[src/rtl/serial_subtractor.sv]
// Multi-cycle N-bit subtractor: d = a - b - bin, STEP bits per clock LSB-first,
// with a start/busy/done handshake and registered borrow-out and signed overflow.
module serial_subtractor #(
  parameter int WIDTH = 8,
  parameter int STEP  = 1
) (
  input  logic             clk,
  input  logic             rst_n,
  input  logic             start,
  input  logic [WIDTH-1:0] a,
  input  logic [WIDTH-1:0] b,
  input  logic             bin,
  output logic             busy,
  output logic             done,
  output logic [WIDTH-1:0] d,
  output logic             bout,
  output logic             ovf
);

  localparam int N  = WIDTH / STEP;
  localparam int CW = (N > 1) ? $clog2(N) : 1;

  generate
    if (WIDTH < 2 || STEP < 1 || STEP > WIDTH || (WIDTH % STEP) != 0) begin : g_bad_params
      $error("serial_subtractor: WIDTH must be >= 2 and a multiple of STEP");
    end
  endgenerate

  typedef enum logic [1:0] {
    IDLE,
    RUN,
    DONE
  } state_t;

  state_t           state;
  state_t           state_nxt;
  logic [WIDTH-1:0] a_sr;
  logic [WIDTH-1:0] b_sr;
  logic [WIDTH-1:0] res_sr;
  logic [WIDTH-1:0] res_nxt;
  logic             borrow;
  logic [CW-1:0]    cnt;
  logic [STEP:0]    chunk;
  logic             last;
  logic             accept;
  logic             ovf_nxt;

  always_comb begin
    chunk  = {1'b0, a_sr[STEP-1:0]} - {1'b0, b_sr[STEP-1:0]} - (STEP+1)'(borrow);
    last   = (cnt == CW'(N - 1));
    accept = start && (state != RUN);
    // Operands of opposite sign whose result sign differs from the minuend
    // overflowed; equivalent to borrow-into-MSB XOR borrow-out-of-MSB.
    ovf_nxt = (a_sr[STEP-1] ^ b_sr[STEP-1]) & (chunk[STEP-1] ^ a_sr[STEP-1]);
  end

  generate
    if (STEP == WIDTH) begin : g_single_chunk
      assign res_nxt = chunk[STEP-1:0];
    end else begin : g_multi_chunk
      assign res_nxt = {chunk[STEP-1:0], res_sr[WIDTH-1:STEP]};
    end
  endgenerate

  always_comb begin
    // NOTE: default first so every path assigns state_nxt and no latch is inferred.
    state_nxt = state;
    case (state)
      IDLE:    if (start) state_nxt = RUN;
      RUN:     if (last) state_nxt = DONE;
      DONE:    state_nxt = start ? RUN : IDLE;
      default: state_nxt = IDLE;
    endcase
  end

  // NOTE: sequential state uses non-blocking assignments so all registers
  // update together from pre-edge values.
  always_ff @(posedge clk or negedge rst_n) begin
    if (!rst_n) begin
      state <= IDLE;
    end else begin
      state <= state_nxt;
    end
  end

  // NOTE: every datapath register is reset so an aborted operation leaves no
  // stale operands, partial result or borrow behind.
  always_ff @(posedge clk or negedge rst_n) begin
    if (!rst_n) begin
      a_sr   <= '0;
      b_sr   <= '0;
      res_sr <= '0;
      borrow <= 1'b0;
      cnt    <= '0;
      d      <= '0;
      bout   <= 1'b0;
      ovf    <= 1'b0;
    end else if (accept) begin
      a_sr   <= a;
      b_sr   <= b;
      borrow <= bin;
      cnt    <= '0;
    end else if (state == RUN) begin
      a_sr   <= a_sr >> STEP;
      b_sr   <= b_sr >> STEP;
      res_sr <= res_nxt;
      borrow <= chunk[STEP];
      cnt    <= cnt + CW'(1);
      if (last) begin
        d    <= res_nxt;
        bout <= chunk[STEP];
        ovf  <= ovf_nxt;
      end
    end
  end

  assign busy = (state == RUN);
  assign done = (state == DONE);

endmodule

[config.mk]
export PLATFORM = sky130hd
export DESIGN_NAME = serial_subtractor
export DESIGN_NICKNAME = d
export VERILOG_FILES = /design/src/rtl/serial_subtractor.sv
export SDC_FILE = /design/constraint.sdc
export NUM_CORES = 1
export LEC_CHECK = 0
export BUFFER_PORTS_ARGS = -buffer_cell sky130_fd_sc_hd__clkbuf_2
export CAP_MARGIN = 10
export CORE_UTILIZATION = 40
export CTS_BUF_LIST = sky130_fd_sc_hd__clkbuf_4 sky130_fd_sc_hd__clkbuf_8
export DETAILED_ROUTE_END_ITERATION = 7
export PLACE_DENSITY = 0.63
export SYNTH_ARGS = -nofsm -noshare
export SYNTH_HDL_FRONTEND = slang
export SYNTH_SLANG_ARGS = --single-unit
[constraint.sdc]
create_clock -name clk -period 2.36 [get_ports clk]
set_clock_uncertainty 0.2 [all_clocks]
set_input_delay 0.472 -clock clk [delete_from_list [all_inputs] [get_ports clk]]
set_output_delay 0.472 -clock clk [all_outputs]
set_load 0.02 [all_outputs]
======== Word level (Yosys, flattened, before mapping) ========
Cells that the tools add are included.
cells by class
  $add $sub $neg .......................... 3
  eq/ne operators ......................... 6
  bitwise gates (word level) .............. 4
  mux-type cells .......................... 12
  reductions and logical operators ........ 6
operator list
  cell                 number
  $mux 8               4
  $mux 3               2
  $pmux 2 s3           1
  $mux 2               2
  $ne 2x1->1 const B   2
  $reduce_and 2->1     2
  $add 3x1->3 const B  1
  $eq 3x3->1 const B   1
  $mux 1               3
  $reduce_and 3->1     1
  $eq 2x1->1 const B   1
  $eq 2x2->1 const B   1
  $logic_not 2->1      1
  $ne 2x2->1 const B   1
  $reduce_bool 2->1    1
  $sub 1x1->2          1
  $sub 2x1->2          1
  $xor 1x1->1          2
  $and 1x1->1          1
  $logic_and 1x1->1    1
  $not 1->1            1
storage, ports and cells
  input port bits ......................... 20
  output and inout bits ................... 12
  register bits ........................... 40

======== Longest topological paths before layout ========
  word-level depth ........................ 4
  depth in mapped cells ................... 6
  gate-level depth less buffers ........... 5

======== Worst setup path before layout ========
OpenSTA, ideal clock, no wires.
  path type ............................... flip-flop to flip-flop
  start point ............................. register cnt[0]
  end point ............................... register bout
  path slack .............................. 0.646 ns
  arrival ................................. 1.388 ns
  clock period less this slack ............ 1.714 ns
  stages on the path, launching flop included .. 6
  cells stage by stage .................... dfrtp_1 > ha_1 > ha_1 > nand3b_1 > buf_4 > mux2_4
between the ends
  word-level cells in the longest chain between the ends .. 2
ends and longest elaborated chain
  element                     RTL line  text
  start: declaration          42        logic [CW-1:0] cnt;
  start signal: assignment    108       cnt <= cnt + CW'(1);
  $eq 3x3->1                  50        last = (cnt == CW'(N - 1));
  $reduce_and 3->1 (no line)  -
  end signal: assignment      111       bout <= chunk[STEP];
  end: declaration            16        output logic bout,
Every way passes these cells.
A chain may end at the register's enable or synchronous reset.

======== Worst setup path after layout ========
  start point ............................. register state[1]
  end point ............................... output port busy
between the ends
  word-level cells in the longest chain between the ends .. 1
ends and longest elaborated chain
  element                   RTL line  text
  start: declaration        35        state_t state;
  start signal: assignment  82        state <= state_nxt;
  $eq 2x1->1                117       assign busy = (state == RUN);
  end: declaration          13        output logic busy,
Every way passes these cells.

==> impl_results.md <==
* Worst-path maximum fanout at 12
* Worst r2r dst: d[4]
* Vias at 1113
* Die height at 66.82 um
* First-pass GRT wire length at 4.995 mm
* FF+latch count, synth at 39
* Root Driver: clkbuf_8
* PortBufs at 31
* Post-layout min period at 1.998 ns
* Total power at 2.385 mW
* Worst EP arrival at 1.33 ns
* Initial antenna violation count at 0
* Layout cells sized above 1 at 0.2637
* Initial Util at 0.4171
* Fin. max-slew vios at 0
* # rows at 23
* Setup violations, final at 0
* Startpoint class of the critical path: flip-flop
* DR WL/cell at 12.14 um
* Largest net degree at the start of global routing at 43
* 1st-pass router iterations at 3
* Area delta synth->final at 15.86%
* Max IR drop VDD at 562.4 uV
* Cells on worst reg2reg path at 4
* CTS Sinks at 39
* Register area at 975.9 um2
* N_diodes at 0
* Synth Instances at 150
* Nets at 206
* Vias per Instance at 4.797
* Drt initial violations at 69
* Setup TNS at 0 ns
* Final GP Congestion at 0.7001
* Cell Int Power at 1.513 mW
* R2R Setup Slk at 0.45 ns
* Final hold vios at 0
* Status: complete, no violations
* Fmax at 500.6 MHz
* All-layer global routing usage at 0.1572
* Finished Core Util at 0.4832
* Crit end category: output pin
* Cell taking the most area after synthesis: dfrtp_1
* CTS tree: yes
* RSZ-0062 raised after global routing: false
* Main area contributors after synthesis: dfrtp_1, mux2i_1, nand2_1
* Final hold slack at 0.02500 ns
* Max clock buf depth at 2
* Worst Slack Setup Final at 0.3624 ns
* Setup bufs post-CTS at 0
* Clk pwr share at 0.173
* Post-DP HPWL at 1.981 mm
* Post-synth top area share at 0.5808
* Inserted Clock Buffers at 5
* Synth Net Count at 173
* Gate power share at 0.356
* Slew Limit Headroom at 0.6194
* Die width at 66.82 um
* Number of global-route vias before repair at 1149
* ANT nets after route at 0
* WP data required at 1.69 ns
* Post-Synthesis Cell Area at 1680 um2
* CTS Hold Bufs at 0
* Worst slack at placement at 0.4364 ns
* WL final at 2.816 mm
* Reg clk slew, reported paths at 0.07 ns
* CP startpoint: state[1]
* Skew-Pair Late Insertion Delay at 0.29 ns
* Yosys cell types at 21
* Leakage at 1.035 nW
* Final Instance Count excl. Fillers at 232
* Core box area at 4029 um2
* Switch share at 0.3656
* Placed cell areas at 1871 um2
* Area of the multi-input gates at 639.4 um2
* I/O pin cnt at 32
* Worst hold path class: in -> async
* GRT overflow at 0
* Total die area at 4464 um2
* Mapped Avg Cell Area at 11.20 um2
* Filler cell count at 387
* Placed insts at 226
* Cell Pwr Density at 1225 nW/um2
* Setup CP Type: reg -> out
* Worst r2r src: cnt[0]
* Post-route DRC violation count at 0
* Worst Setup EP: busy
* Post-synthesis sequential area ratio at 0.5808
* Tcrit/Tclk final at 0.8464
* CTS-repair resized insts at 0
* Max-cap violation count at 0
* Reg power frac at 0.471
* Worst-margin pin slew at 0.5710 ns
* Htree depth at 2
* NetSw at 0.8721 mW
* Final instance area at 1947 um2
* Synth warn at 0
per-layer routing:
metal,vias up,GRT usage,routed length (um)
met1,518,0.1799,1325
li1,560,-,-
met4,0,0.07181,53
met3,7,0.06507,156
met2,28,0.2538,1281
met5,-,0,0
logic make-up (layout without fill, tap and decap cells):
group	Yosys count	after routing	synth area share
adders and majority gates	3	3	0.02680
buffers and inverters	12	44	0.03871
DFF	39	39	0.5808
AOI/OAI and AO/OA	22	22	0.06627
muxes	26	26	0.1720
and+or+nand+nor	48	48	0.1154
synthesized netlist by cell type (all sizes together):
library cell  number
inv                4
clkbuf             2
dfrtp             39
nor2b              1
o21ai             20
ha                 2
nand2b             1
mux2i             18
nand2             41
o22ai              1
a21oi              1
buf                6
fa                 1
nor2               3
and3b              1
nand3b             1
mux2               8
critical path, stage by stage, from the launching register on:
cell and delay [ns]:
dfrtp_1 0.38, nand2b_1 0.32, inv_1 0.15, clkbuf_2 0.19
registers in the layout, indices dropped and copies added (netlist names):
signal  count
a_sr        8
b_sr        8
d           8
res_sr      7
cnt         3
state       2
borrow      1
bout        1
ovf         1
cells in the final DEF (no fill, tap or decap):
| cell | n |
|---|---|
| mux2i_1 | 18 |
| o21ai_0 | 20 |
| dfrtp_1 | 39 |
| buf_4 | 3 |
| mux2_2 | 3 |
| nand3b_1 | 1 |
| nor2_1 | 3 |
| clkbuf_8 | 5 |
| nand2b_1 | 1 |
| clkbuf_4 | 1 |
| a21oi_1 | 1 |
| mux2_4 | 5 |
| fa_1 | 1 |
| nand2_1 | 41 |
| and3b_1 | 1 |
| o22ai_1 | 1 |
| clkbuf_2 | 31 |
| inv_1 | 4 |
| nor2b_1 | 1 |
| ha_1 | 2 |
power by group through the flow:
stage               Combinational [mW]  Clock (mW)  Sequential [mW]
floorplan                        0.568           0             1.18
global placement                 0.827           0             1.12
detailed placement               0.869           0             1.14
CTS                              0.871       0.434             1.13
global route                     0.984       0.468             1.16
finish                           0.850       0.413             1.12
worst min-delay path by stage:
stage               from        end  slack [ns]  cells past startpoint
5_1_grt            rst_n       d[1]        0.05                      2
3_3_place_gp     b_sr[1]    b_sr[0]        0.26                      2
4_1_cts            rst_n  res_sr[3]        0.04                      2
2_1_floorplan      rst_n    a_sr[0]       -0.02                      0
6_report           rst_n       d[6]        0.02                      2
3_5_place_dp   res_sr[1]  res_sr[1]        0.27                      2
layout make-up:
cell class                      instances  share of cell area
Sequential cell                        39              0.5013
Multi-Input combinational cell         99              0.3284
Timing Repair Buffer                   34             0.09126
Clock buffer                            6             0.03920
Tap cell                               50             0.03213
Inverter                                4            0.007712
No activity file was read; power rests on OpenSTA's default activity.
